`src/rtl/lsu_pkg.sv`:
```
// Shared definitions for the load/store unit: funct3 codes, FSM states and
// the byte-lane extract/merge helpers used by lsu_byte_lane.
package lsu_pkg;

    localparam logic [2:0] F3_B  = 3'b000;
    localparam logic [2:0] F3_H  = 3'b001;
    localparam logic [2:0] F3_W  = 3'b010;
    localparam logic [2:0] F3_BU = 3'b100;
    localparam logic [2:0] F3_HU = 3'b101;

    localparam logic [2:0] ST_IDLE     = 3'd0;
    localparam logic [2:0] ST_RD_ISSUE = 3'd1;
    localparam logic [2:0] ST_RD_WAIT  = 3'd2;
    localparam logic [2:0] ST_WR_ISSUE = 3'd3;
    localparam logic [2:0] ST_RESP     = 3'd4;

    typedef enum logic [2:0] {
        IDLE     = ST_IDLE,
        RD_ISSUE = ST_RD_ISSUE,
        RD_WAIT  = ST_RD_WAIT,
        WR_ISSUE = ST_WR_ISSUE,
        RESP     = ST_RESP
    } lsu_state_t;

    // Pick the addressed byte/half out of a memory word and extend it to 32 bits.
    function automatic logic [31:0] lane_extract(input logic [31:0] word,
                                                 input logic [1:0]  off,
                                                 input logic [2:0]  funct3);
        logic [7:0]  b;
        logic [15:0] h;
        logic [31:0] r;
        case (off)
            2'd0:    b = word[7:0];
            2'd1:    b = word[15:8];
            2'd2:    b = word[23:16];
            default: b = word[31:24];
        endcase
        h = off[1] ? word[31:16] : word[15:0];
        case (funct3)
            F3_B:    r = {{24{b[7]}}, b};
            F3_BU:   r = {24'b0, b};
            F3_H:    r = {{16{h[15]}}, h};
            F3_HU:   r = {16'b0, h};
            default: r = word;
        endcase
        return r;
    endfunction

    // Overlay the store data onto the addressed lane, keeping the other bytes.
    function automatic logic [31:0] lane_merge(input logic [31:0] word,
                                               input logic [1:0]  off,
                                               input logic [2:0]  funct3,
                                               input logic [31:0] wdata);
        logic [31:0] r;
        r = word;
        case (funct3)
            F3_B: begin
                case (off)
                    2'd0:    r[7:0]   = wdata[7:0];
                    2'd1:    r[15:8]  = wdata[7:0];
                    2'd2:    r[23:16] = wdata[7:0];
                    default: r[31:24] = wdata[7:0];
                endcase
            end
            F3_H: begin
                if (off[1]) r[31:16] = wdata[15:0];
                else        r[15:0]  = wdata[15:0];
            end
            default: r = wdata;
        endcase
        return r;
    endfunction

endpackage

```
`src/rtl/lsu_byte_lane.sv`:
```
// Combinational lane steering: extended load value and read-modify-write
// store word for the latched request.
module lsu_byte_lane
    import lsu_pkg::*;
(
    input  logic [31:0] word,
    input  logic [1:0]  addr_lo,
    input  logic [2:0]  funct3,
    input  logic [31:0] wdata,
    output logic [31:0] load_value,
    output logic [31:0] store_word
);

    assign load_value = lane_extract(word, addr_lo, funct3);
    assign store_word = lane_merge(word, addr_lo, funct3, wdata);

endmodule

```
`src/rtl/lsu_mem_port.sv`:
```
// MEM-stage load/store unit driving a word-addressed synchronous memory.
// Define LSU_MISALIGN_TRAP_EN to reject misaligned H/W accesses instead of aligning them.
module lsu_mem_port
    import lsu_pkg::*;
#(
    parameter int DEPTH = 1024,
    parameter int XLEN  = 32
) (
    input  logic            clk,
    input  logic            rst,
    input  logic            req_valid,
    output logic            req_ready,
    input  logic            req_we,
    input  logic [2:0]      req_funct3,
    input  logic [XLEN-1:0] req_addr,
    input  logic [XLEN-1:0] req_wdata,
    output logic            resp_valid,
    output logic [XLEN-1:0] resp_load_data,
    output logic            resp_err,
    output logic            mem_read,
    output logic            mem_write,
    output logic [XLEN-1:0] mem_address,
    output logic [XLEN-1:0] mem_write_data,
    input  logic [XLEN-1:0] mem_read_data
);

    localparam logic [31:0] DEPTH_W = 32'(DEPTH);

    lsu_state_t  state;
    logic        lat_we;
    logic [2:0]  lat_f3;
    logic [1:0]  lat_off;
    logic [31:0] lat_wdata;

    logic        f3_bad;
    logic        out_of_range;
    logic        req_err;
    logic [1:0]  aligned_off;
    logic [31:0] word_index;
    logic [31:0] load_value;
    logic [31:0] store_word;

    assign req_ready  = (state == IDLE);
    assign word_index = {2'b00, req_addr[31:2]};

    // Classify the incoming request; only meaningful while idle.
    always_comb begin
        f3_bad       = 1'b0;
        aligned_off  = req_addr[1:0];
        out_of_range = (word_index >= DEPTH_W);
        case (req_funct3)
            F3_B:          f3_bad = 1'b0;
            F3_H:          aligned_off[0] = 1'b0;
            F3_W:          aligned_off    = 2'b00;
            F3_BU:         f3_bad = req_we;
            F3_HU: begin
                f3_bad         = req_we;
                aligned_off[0] = 1'b0;
            end
            default:       f3_bad = 1'b1;
        endcase
`ifdef LSU_MISALIGN_TRAP_EN
        req_err = f3_bad || out_of_range || (aligned_off != req_addr[1:0]);
`else
        req_err = f3_bad || out_of_range;
`endif
    end

    lsu_byte_lane u_lane (
        .word       (mem_read_data),
        .addr_lo    (lat_off),
        .funct3     (lat_f3),
        .wdata      (lat_wdata),
        .load_value (load_value),
        .store_word (store_word)
    );

    // Strobes and response pulses default low each cycle; address, write data
    // and load data hold until explicitly reloaded.
    always_ff @(posedge clk) begin
        if (rst) begin
            state          <= IDLE;
            lat_we         <= 1'b0;
            lat_f3         <= 3'b0;
            lat_off        <= 2'b0;
            lat_wdata      <= '0;
            resp_valid     <= 1'b0;
            resp_err       <= 1'b0;
            resp_load_data <= '0;
            mem_read       <= 1'b0;
            mem_write      <= 1'b0;
            mem_address    <= '0;
            mem_write_data <= '0;
        end else begin
            resp_valid <= 1'b0;
            resp_err   <= 1'b0;
            mem_read   <= 1'b0;
            mem_write  <= 1'b0;
            case (state)
                IDLE: begin
                    if (req_valid) begin
                        lat_we    <= req_we;
                        lat_f3    <= req_funct3;
                        lat_off   <= aligned_off;
                        lat_wdata <= req_wdata;
                        if (req_err) begin
                            state          <= RESP;
                            resp_valid     <= 1'b1;
                            resp_err       <= 1'b1;
                            resp_load_data <= '0;
                        end else if (req_we && (req_funct3 == F3_W)) begin
                            state          <= WR_ISSUE;
                            mem_write      <= 1'b1;
                            mem_write_data <= req_wdata;
                            mem_address    <= word_index;
                        end else begin
                            state       <= RD_ISSUE;
                            mem_read    <= 1'b1;
                            mem_address <= word_index;
                        end
                    end
                end
                RD_ISSUE: state <= RD_WAIT;
                RD_WAIT: begin
                    if (lat_we) begin
                        state          <= WR_ISSUE;
                        mem_write      <= 1'b1;
                        mem_write_data <= store_word;
                    end else begin
                        state          <= RESP;
                        resp_valid     <= 1'b1;
                        resp_load_data <= load_value;
                    end
                end
                WR_ISSUE: begin
                    state          <= RESP;
                    resp_valid     <= 1'b1;
                    resp_load_data <= '0;
                end
                RESP:    state <= IDLE;
                default: state <= IDLE;
            endcase
        end
    end

endmodule

```
`config.mk`:
```
export PLATFORM = sky130hd
export DESIGN_NAME = lsu_mem_port
export DESIGN_NICKNAME = d
export VERILOG_FILES = /design/src/rtl/lsu_pkg.sv /design/src/rtl/lsu_byte_lane.sv /design/src/rtl/lsu_mem_port.sv
export SDC_FILE = /design/constraint.sdc
export NUM_CORES = 1
export LEC_CHECK = 0
export ABC_AREA = 1
export CORE_MARGIN = 2
export CORE_UTILIZATION = 43
export CTS_BUF_LIST = sky130_fd_sc_hd__clkbuf_4 sky130_fd_sc_hd__clkbuf_8 sky130_fd_sc_hd__clkbuf_16
export DETAILED_ROUTE_END_ITERATION = 10
export GPL_TIMING_DRIVEN = 0
export PLACE_DENSITY = 0.73
export SYNTH_ARGS = -nofsm -noshare
export SYNTH_HDL_FRONTEND = slang
export SYNTH_SLANG_ARGS = --single-unit
```
`constraint.sdc`:
```
create_clock -name clk -period 1.87 [get_ports clk]
set_input_delay 0.2805 -clock clk [delete_from_list [all_inputs] [get_ports clk]]
set_output_delay 0.2805 -clock clk [all_outputs]
set_load 0.05 [all_outputs]
```
==> results.yml, run 1 <==
run_status:
  status: "finished clean"
sta:
  period_needed_ps: 1850
  setup_viol: 0
  slew_viol_final: 0
  max_slew_margin_pct: 54.4
  skew_ps: 9.19
  report.final.hold_viol_count: 0
  tightest_slew_ps: 684
  grt_setup_unrepaired: "true"
  finalWorstSetupSlack_ps: 24.9
  final.period_utilization_pct: 98.7
  max_freq_mhz: 542
setup_path:
  worstPathArrival_ps: 1560
  crit_type: "flop to output port"
  cp_max_fo: 2
  crit_path_end_kind: "output port"
  setup.worst_path.start: "mem_address[20]$_SDFFE_PP0P_"
  worstPathCellList: "clkdlybuf4s50_1"
  crit_slowest_cell: "clkdlybuf4s50_1"
  crit_buf_inv: 1
  critPathLaunchType: "flop"
  crit_family: "buffers and inverters"
  max_stage_delay_ps: 810
  timing.rr.start: "state[0]$_SDFFE_PP0P_"
  critPathRequiredTime_ps: 1590
placement:
  place_area_mm2: 0.00988
  place_ws_ps: -588
  hpwl_um: 22100
  io_buffer_count: 201
  finalWeightedCongestion: 1.00
floorplanning:
  die_h_um: 137
  die_area_mm2: 0.0187
  die_w_um: 137
  start_util_pct: 43.9
  rows: 48
  core_mm2: 0.0173
  ios: 204
power:
  p_leak_nw: 6.00
  power_density_mw_per_mm2: 792
  ir_drop_uv: 667
synthesis:
  synth_cell_type_count: 29
  netlist_instances: 1233
  ys_ff_latch: 139
  synth_area_mm2: 0.00758
  yosys_warnings: 0
  ys_seq_area_share_pct: 36.7
  avgSynthCellArea_um2: 6.15
detailed_routing:
  avgViaCountPerCell: 5.10
  vias: 8666
  drtPass1Iterations: 5
  wl_per_cell_um: 16.8
  routed_wl_um: 28600
  drcViolationCount: 0
  ant_nets: 0
  drt_iter0_markers: 848
global_route:
  grt_pass1_wl_um: 43400
  overflow: 0
  grt_pass1_vias: 8024
  antenna_found_initial: 0
  grt_start_max_net_pins: 17
  grt.total_usage_pct: 30.5
finish:
  area_growth_pct: 42.3
  seq_area_mm2: 0.00279
  drive_gt1_share_pct: 8.01
  fill_cells: 1708
  nets: 1564
  multi_input_area_mm2: 0.00388
  diodes: 0
  stdcell_area_mm2: 0.0108
cts:
  clockBufferDepth: 2
  cts.sinks: 139
  cts_buffers: 17
  clkSlewWorstSetupHoldPaths_ps: 60
  clk_latency_ps: 430
  htree_levels: 4
  cts-root-buf: "clkbuf_16"
  cts_tree: "built"
worst_hold_path:
  hold_path.class: "input port to flop"
  hp-start: "req_addr[0]"
run:
  maxCapViolations: 0
-- what timing repair did --
action / 4_1_cts / 5_1_grt
hold buffers: 0 / 0
buffers inserted: 4 / 5
pin swaps: 0 / 1
setup endpoints to repair: 57 / 172
gates resized for setup: 27 / 101
-- sequential cells by signal, indices dropped and copies added, names as in the netlist, 2 cells and up --
signal,flops
mem_write_data,32
lat_off,2
state,3
lat_wdata,32
lat_f3,3
resp_load_data,32
mem_address,30
-- placed cells by master (no fill, tap or decap), types with 4 or more instances in the layout --
cell             Yosys  layout
clkinvlp_4           0       4
inv_1              171     170
a211oi_1             6       4
o21ai_0             63      63
clkbuf_2             0      10
dlygate4sd2_1        0      14
dfxtp_1            139     137
dlymetal6s2s_1       0      61
clkbuf_16            0      17
inv_2                6       5
nand4_1              8       8
nand2_2              3       7
clkdlybuf4s50_1      0     125
nor2_1             168     163
nand2_1            335     330
nand3_1             82      81
buf_2               25      25
nor2_2               2       6
clkbuf_1            39      27
clkbuf_8             0       4
a21oi_1            103     103
buf_4                3      13
o21a_1               8       8
clkbuf_4             0       4
nor3b_1             20      20
o211ai_1            31      31
-- synth_stat cells --
library cell  number  share of area (%)
dfxtp_1          139                 37
o211ai_1          31                3.1
a21oi_2            1               0.12
a21oi_1          103                6.8
nand3_2            3               0.40
o21ai_0           63                4.2
buf_6              2               0.30
inv_1            171                8.5
nor2_4             1               0.15
clkbuf_1          39                1.9
nor3_1             2               0.13
a31oi_1            2               0.16
a211oi_1           6               0.59
nor2_1           168                8.3
o21ai_1            2               0.13
buf_4              3               0.30
nand3_1           82                5.4
o21a_1             8               0.79
nand2_4            1               0.15
inv_2              6               0.30
nor2_2             2               0.16
buf_2             25                1.6
conb_1             1              0.049
nand4_1            8               0.66
nor3b_1           20                2.0
and2_1             1              0.083
buf_1              5               0.25
nand2_2            3               0.25
nand2_1          335                 17
-- through the flow --
step	total power, mW	TNS (ps)	hold slack, ps	std cells	utilization (%)
finish	8.55	0	455	1699	62.4
global route	8.85	-254	471	1699	62.4
CTS	8.48	0	445	1695	60.8
detailed placement	5.04	-48900	448	1660	57.1
global placement	5.04	-43340	439	1660	57.1
floorplan	4.32	0	430	1234	-
-- report_power, final --
| group | switching, mW | internal [mW] |
|---|---|---|
| Combinational | 1.19 | 0.657 |
| Clock | 1.37 | 2.14 |
| Sequential | 0.0878 | 3.10 |
| Total | 2.65 | 5.89 |
-- worst paths after layout --
kind / end / slack, ps / cells past startpoint
hold / removal: lat_off[0]$_SDFFE_PP0P_ / 460 / 3
hold reg to reg: lat_wdata[17]$_SDFFE_PP0P_ / 460 / 2
setup reg to reg: mem_write_data[30]$_SDFFE_PP0P_ / 50 / 12
setup / recovery: mem_address[20] / 20 / 1
-- cells by family after synthesis --
logic type	after synthesis	synth area share, %
other	1	0.0494
buffers and inverters	251	13.2
AO/OA/AOI/OAI	216	15.8
AND/OR/NAND/NOR	626	34.3
flip-flops	139	36.7
-- area by class of cell --
type	instances	share of cell area (%)
multi-input combinational	844	35.9
timing repair buffer	210	20.5
clock inverter	9	1.04
inverter	177	6.23
tap	225	2.61
clock buffer	23	4.59
buffer	72	3.26
sequential	139	25.8
-- routing by layer --
layer  track usage [%]  vias up  share of wire (%)
li1                  -     4318                  -
met1              39.9     3886                 42
met2              48.4      410                 45
met3              7.67       52                9.2
met4              11.9        0                3.1
met5                 0        -                  0
Note: power is estimated with default switching activity, not from simulation.
==> inputs of run 2 (changes only) <==
==> constraint.sdc (replaced) <==
create_clock -name clk -period 1.87 [get_ports clk]
set_input_delay 0.374 -clock clk [delete_from_list [all_inputs] [get_ports clk]]
set_output_delay 0.374 -clock clk [all_outputs]
set_load 0.05 [all_outputs]
==> run 2 against run 1 <==
Effect of this change:
- cell count is 0.18% higher
- via count down 0.14%
- cell area decreased by 1.6%
- global-route usage hardly changed
- combinational power is essentially flat
- non-clock buffer count up 3
==> results.yml, run 2 (synthesis results as in run 1) <==
run_status:
  status: "finished clean"
detailed_routing:
  avgViaCountPerCell: 5.08
  drcViolationCount: 0
  ant_nets: 0
  drt_iter0_markers: 829
  routed_wl_um: 28700
  vias: 8654
  wl_per_cell_um: 16.9
  drtPass1Iterations: 6
finish:
  nets: 1567
  final_common_cell: "nand2_1"
  layout_common_cells: "330 x nand2_1, 169 x inv_1, 162 x nor2_1"
  diodes: 0
  largest_registers: "lat_wdata x32, mem_write_data x32, resp_load_data x32"
  fill_cells: 1749
  drive_gt1_share_pct: 8.33
  area_growth_pct: 40.1
  finish.utilization_pct: 61.4
setup_path:
  r2r_slack_ps: 60
  worstPathArrival_ps: 2170
  crit_path_end_kind: "flop"
  worstPathCellList: "nand2_1, nor2_2, buf_2, o211ai_1, a31oi_1, nor2_1, nor2_1"
  crit_type: "flop to flop"
  cp_max_fo: 10
  critPathRequiredTime_ps: 2240
  max_stage_delay_ps: 440
  cp_common_cell: "nor2_1"
  critPathLaunchType: "flop"
  crit_slowest_cell: "dfxtp_1"
global_route:
  grt_start_max_net_pins: 17
  overflow: 0
  antenna_found_initial: 0
  grt.total_usage_pct: 30.6
  grt_pass1_vias: 8068
  grt_pass1_wl_um: 43400
cts:
  clockBufferDepth: 2
  cts_hold_buffers: 0
  cts.sinks: 139
  cts_tree: "built"
  clk_latency_ps: 430
  cts_buffers: 17
  cts-root-buf: "clkbuf_16"
  clkSlewWorstSetupHoldPaths_ps: 60
  htree_levels: 4
floorplanning:
  ios: 204
  rows: 48
  start_util_pct: 43.9
  die_w_um: 137
  die_h_um: 137
  core_mm2: 0.0173
  die_area_mm2: 0.0187
worst_hold_path:
  hold_path.class: "flop to flop"
run:
  maxCapViolations: 0
power:
  ir_drop_uv: 673
  p_leak_nw: 5.33
  power_density_mw_per_mm2: 803
  power_mw: 8.53
placement:
  place_ws_ps: -682
  io_buffer_count: 201
  hpwl_um: 22100
  finalWeightedCongestion: 1.00
sta:
  max_slew_margin_pct: 55.3
  skew_ps: 9.71
  slew_viol_final: 0
  report.final.hold_viol_count: 0
  tns_ps: 0
  max_freq_mhz: 553
  period_needed_ps: 1810
  tightest_slew_ps: 670
  setup_viol: 0
  finalWorstSetupSlack_ps: 61.7
  final.period_utilization_pct: 96.7
-- run 2: cell count changes in the layout (fill, tap and decap cells not counted), moves of 4 or more --
cell,change
buf_2,-4
clkbuf_4,+5
clkdlybuf4s50_1,-23
dlygate4sd2_1,+84
dlymetal6s2s_1,-61
-- run 2: timing repair --
action / 4_1_cts / 5_1_grt
setup buffers: 5 / 7
gates resized for setup: 121 / 40
pin swaps: 1 / 4
setup endpoints to repair: 174 / 120
-- run 2: report_power, final --
| group | internal, mW | leakage (nW) | switching (mW) |
|---|---|---|---|
| clock network | 2.14 | 0.288 | 1.37 |
| registers | 3.10 | 1.14 | 0.0873 |
| logic | 0.636 | 3.90 | 1.20 |
| total | 5.87 | 5.33 | 2.66 |
-- run 2: area by class of cell --
class / instances / area (um^2) / area share [%]
tap: 225 / 282 / 2.65
inverter: 177 / 673 / 6.34
clock buffer: 23 / 495 / 4.66
clock inverter: 9 / 113 / 1.06
timing repair buffer: 213 / 2000 / 18.8
buffer: 72 / 363 / 3.42
sequential: 139 / 2790 / 26.2
multi-input combinational: 844 / 3910 / 36.8
-- run 2: through the flow --
step,hold WS (ps),instances,instance area [um^2]
floorplan,430,1234,7590
CTS,458,1696,10400
global placement,439,1660,9880
finish,456,1702,10600
global route,478,1702,10600
detailed placement,448,1660,9880
-- run 2: metal layers --
metal,wire length (um),share of wire [%],global-route usage [%],up-vias
met1,12300,43,39.6,3933
met2,13000,45,48.5,351
met5,0,0,0,-
met4,867,3.0,12.3,0
met3,2490,8.7,7.93,52
li1,-,-,-,4318
-- run 2: worst max-delay path: cells and delay by family, from the launching register on --
family	cells	cell delay (ps)
buffers and inverters	1	310
AND/OR/NAND/NOR	4	570
flip-flops	1	440
AO/OA/AOI/OAI	2	440
-- run 2: path summary, 6_finish.rpt --
kind,endpoint,from,cells past startpoint
hold reg to reg,lat_wdata[17]$_SDFFE_PP0P_,lat_wdata[17]$_SDFFE_PP0P_,2
hold / removal,lat_wdata[17]$_SDFFE_PP0P_,lat_wdata[17]$_SDFFE_PP0P_,2
setup / recovery,mem_write_data[21]$_SDFFE_PP0P_,lat_f3[0]$_SDFFE_PP0P_,7
setup reg to reg,mem_write_data[21]$_SDFFE_PP0P_,lat_f3[0]$_SDFFE_PP0P_,7
==> inputs of run 3 (changes only) <==
Settings changed: PLACE_DENSITY 0.73 to not set, PLACE_DENSITY_LB_ADDON set to 0.15.
==> run 3 against run 2 <==
Effect of this change:
- utilization up 0.087 points
- non-clock buffer count increased by 1
- maximum frequency is 1.0% higher
- count of clock-buffer cells in the layout shrank 6
- clock power increased by 3%
- highest routed layer unchanged
==> results.yml, run 3 (synthesis results as in run 1) <==
detailed_routing:
  vias: 8582
  drcViolationCount: 0
  routed_wl_um: 28300
  ant_nets: 0
  drt_iter0_markers: 623
  wl_per_cell_um: 16.6
  drtPass1Iterations: 5
  avgViaCountPerCell: 5.04
setup_path:
  reg2reg_depth: 12
  critPathRequiredTime_ps: 2200
  setup.worst_path.start: "state[0]$_SDFFE_PP0P_"
  cp_max_fo: 10
  worstPathArrival_ps: 2120
  r2r_slack_ps: 80
  crit_type: "flop to flop"
  timing.rr.start: "state[0]$_SDFFE_PP0P_"
  critPathLaunchType: "flop"
  crit_path_end_kind: "flop"
  rr_endpoint: "mem_write_data[21]$_SDFFE_PP0P_"
  critPathCapture: "mem_write_data[21]$_SDFFE_PP0P_"
run_status:
  status: "finished clean"
finish:
  layout_common_cells: "330 x nand2_1, 170 x inv_1, 161 x nor2_1"
  final_common_cell: "nand2_1"
  nets: 1568
  largest_registers: "lat_wdata x32, mem_write_data x32, resp_load_data x32"
  fill_cells: 1740
  area_growth_pct: 40.3
  stdcell_area_mm2: 0.0106
  diodes: 0
  drive_gt1_share_pct: 8.53
  layout.cells.non_filler: 1703
cts:
  clk_latency_ps: 440
  cts-root-buf: "clkbuf_16"
  cts_tree: "built"
  htree_levels: 4
  clockBufferDepth: 2
  cts_buffers: 17
  clkSlewWorstSetupHoldPaths_ps: 70
  cts.sinks: 139
global_route:
  grt_pass1_wl_um: 42700
  grt_start_max_net_pins: 17
  overflow: 0
  antenna_found_initial: 0
  grt_pass1_vias: 7888
  grt.total_usage_pct: 30.2
sta:
  tightest_slew_ps: 612
  finalWorstSetupSlack_ps: 80.1
  slew_viol_final: 0
  max_freq_mhz: 559
  tns_ps: 0
  final.period_utilization_pct: 95.7
  skew_ps: 11.2
  setup_viol: 0
  report.final.hold_viol_count: 0
  period_needed_ps: 1790
  max_slew_margin_pct: 59.2
power:
  power_mw: 8.65
  p_leak_nw: 5.38
  ir_drop_uv: 711
  power_density_mw_per_mm2: 813
placement:
  dp.cells: 1660
  hpwl_um: 21900
  place_ws_ps: -608
  io_buffer_count: 201
  place_area_mm2: 0.00988
  finalWeightedCongestion: 0.995
floorplanning:
  ios: 204
  die_w_um: 137
  core_mm2: 0.0173
  rows: 48
  die_area_mm2: 0.0187
  die_h_um: 137
  start_util_pct: 43.9
run:
  maxCapViolations: 0
worst_hold_path:
  hold_path.class: "input port to flop"
==> run 3: area by class of cell <==
type,count,area (um^2),share of cell area [%]
inverters,177,669,6.29
plain buffers,71,362,3.40
repair buffers,215,2000,18.8
flip-flops and latches,139,2780,26.2
well taps,225,282,2.65
clock buffers,17,425,4.00
clock inverters,15,198,1.86
multi-input cells,844,3920,36.8
==> run 3: stage by stage <==
step,utilization (%),hold slack [ps]
after floorplan,-,430
after global placement,57.1,438
after detailed placement,57.1,447
after CTS,60.7,457
after global routing,61.5,388
final,61.5,378
==> run 3: repair_timing <==
item                                    CTS  global route
setup buffers                             9             5
hold buffers                              0             0
pin swaps                                 2             3
endpoints found under the setup margin  188           106
resized for setup                       118            56
==> run 3: per-layer routing <==
metal,up-vias,routed length [um],track usage (%)
met1,3845,12300,39.5
met4,0,850,11.6
met3,54,2480,8.15
met5,-,0,0
li1,4340,-,-
met2,343,12600,47.6
==> run 3: worst min path at each step <==
stage                     slack, ps  cells past startpoint                    endpoint                        from
after floorplan                 430                      2  lat_wdata[16]$_SDFFE_PP0P_  lat_wdata[16]$_SDFFE_PP0P_
after global placement          440                      2  lat_wdata[25]$_SDFFE_PP0P_  lat_wdata[25]$_SDFFE_PP0P_
after detailed placement        450                      2  lat_wdata[24]$_SDFFE_PP0P_  lat_wdata[24]$_SDFFE_PP0P_
after CTS                       460                      2  lat_wdata[24]$_SDFFE_PP0P_  lat_wdata[24]$_SDFFE_PP0P_
after global routing            390                      3     lat_off[0]$_SDFFE_PP0P_                   req_valid
final                           380                      3     lat_off[0]$_SDFFE_PP0P_                   req_valid
==> run 3: power breakdown <==
part / internal (mW) / switching, mW / total [mW]
sequential: 3.10 / 0.0845 / 3.18
clock: 2.05 / 1.58 / 3.62
combinational: 0.643 / 1.20 / 1.84
==> run 3: critical path, stage by stage, from the launching register on <==
cell and delay (ps):
dfxtp_1 340, nor2_2 150, nand2_1 120, inv_4 100
nand2_4 100, nand2_1 70, o21ai_1 80, inv_2 100
nand2_2 110, buf_6 170, buf_6 150, nor2_2 130
nor2_1 60
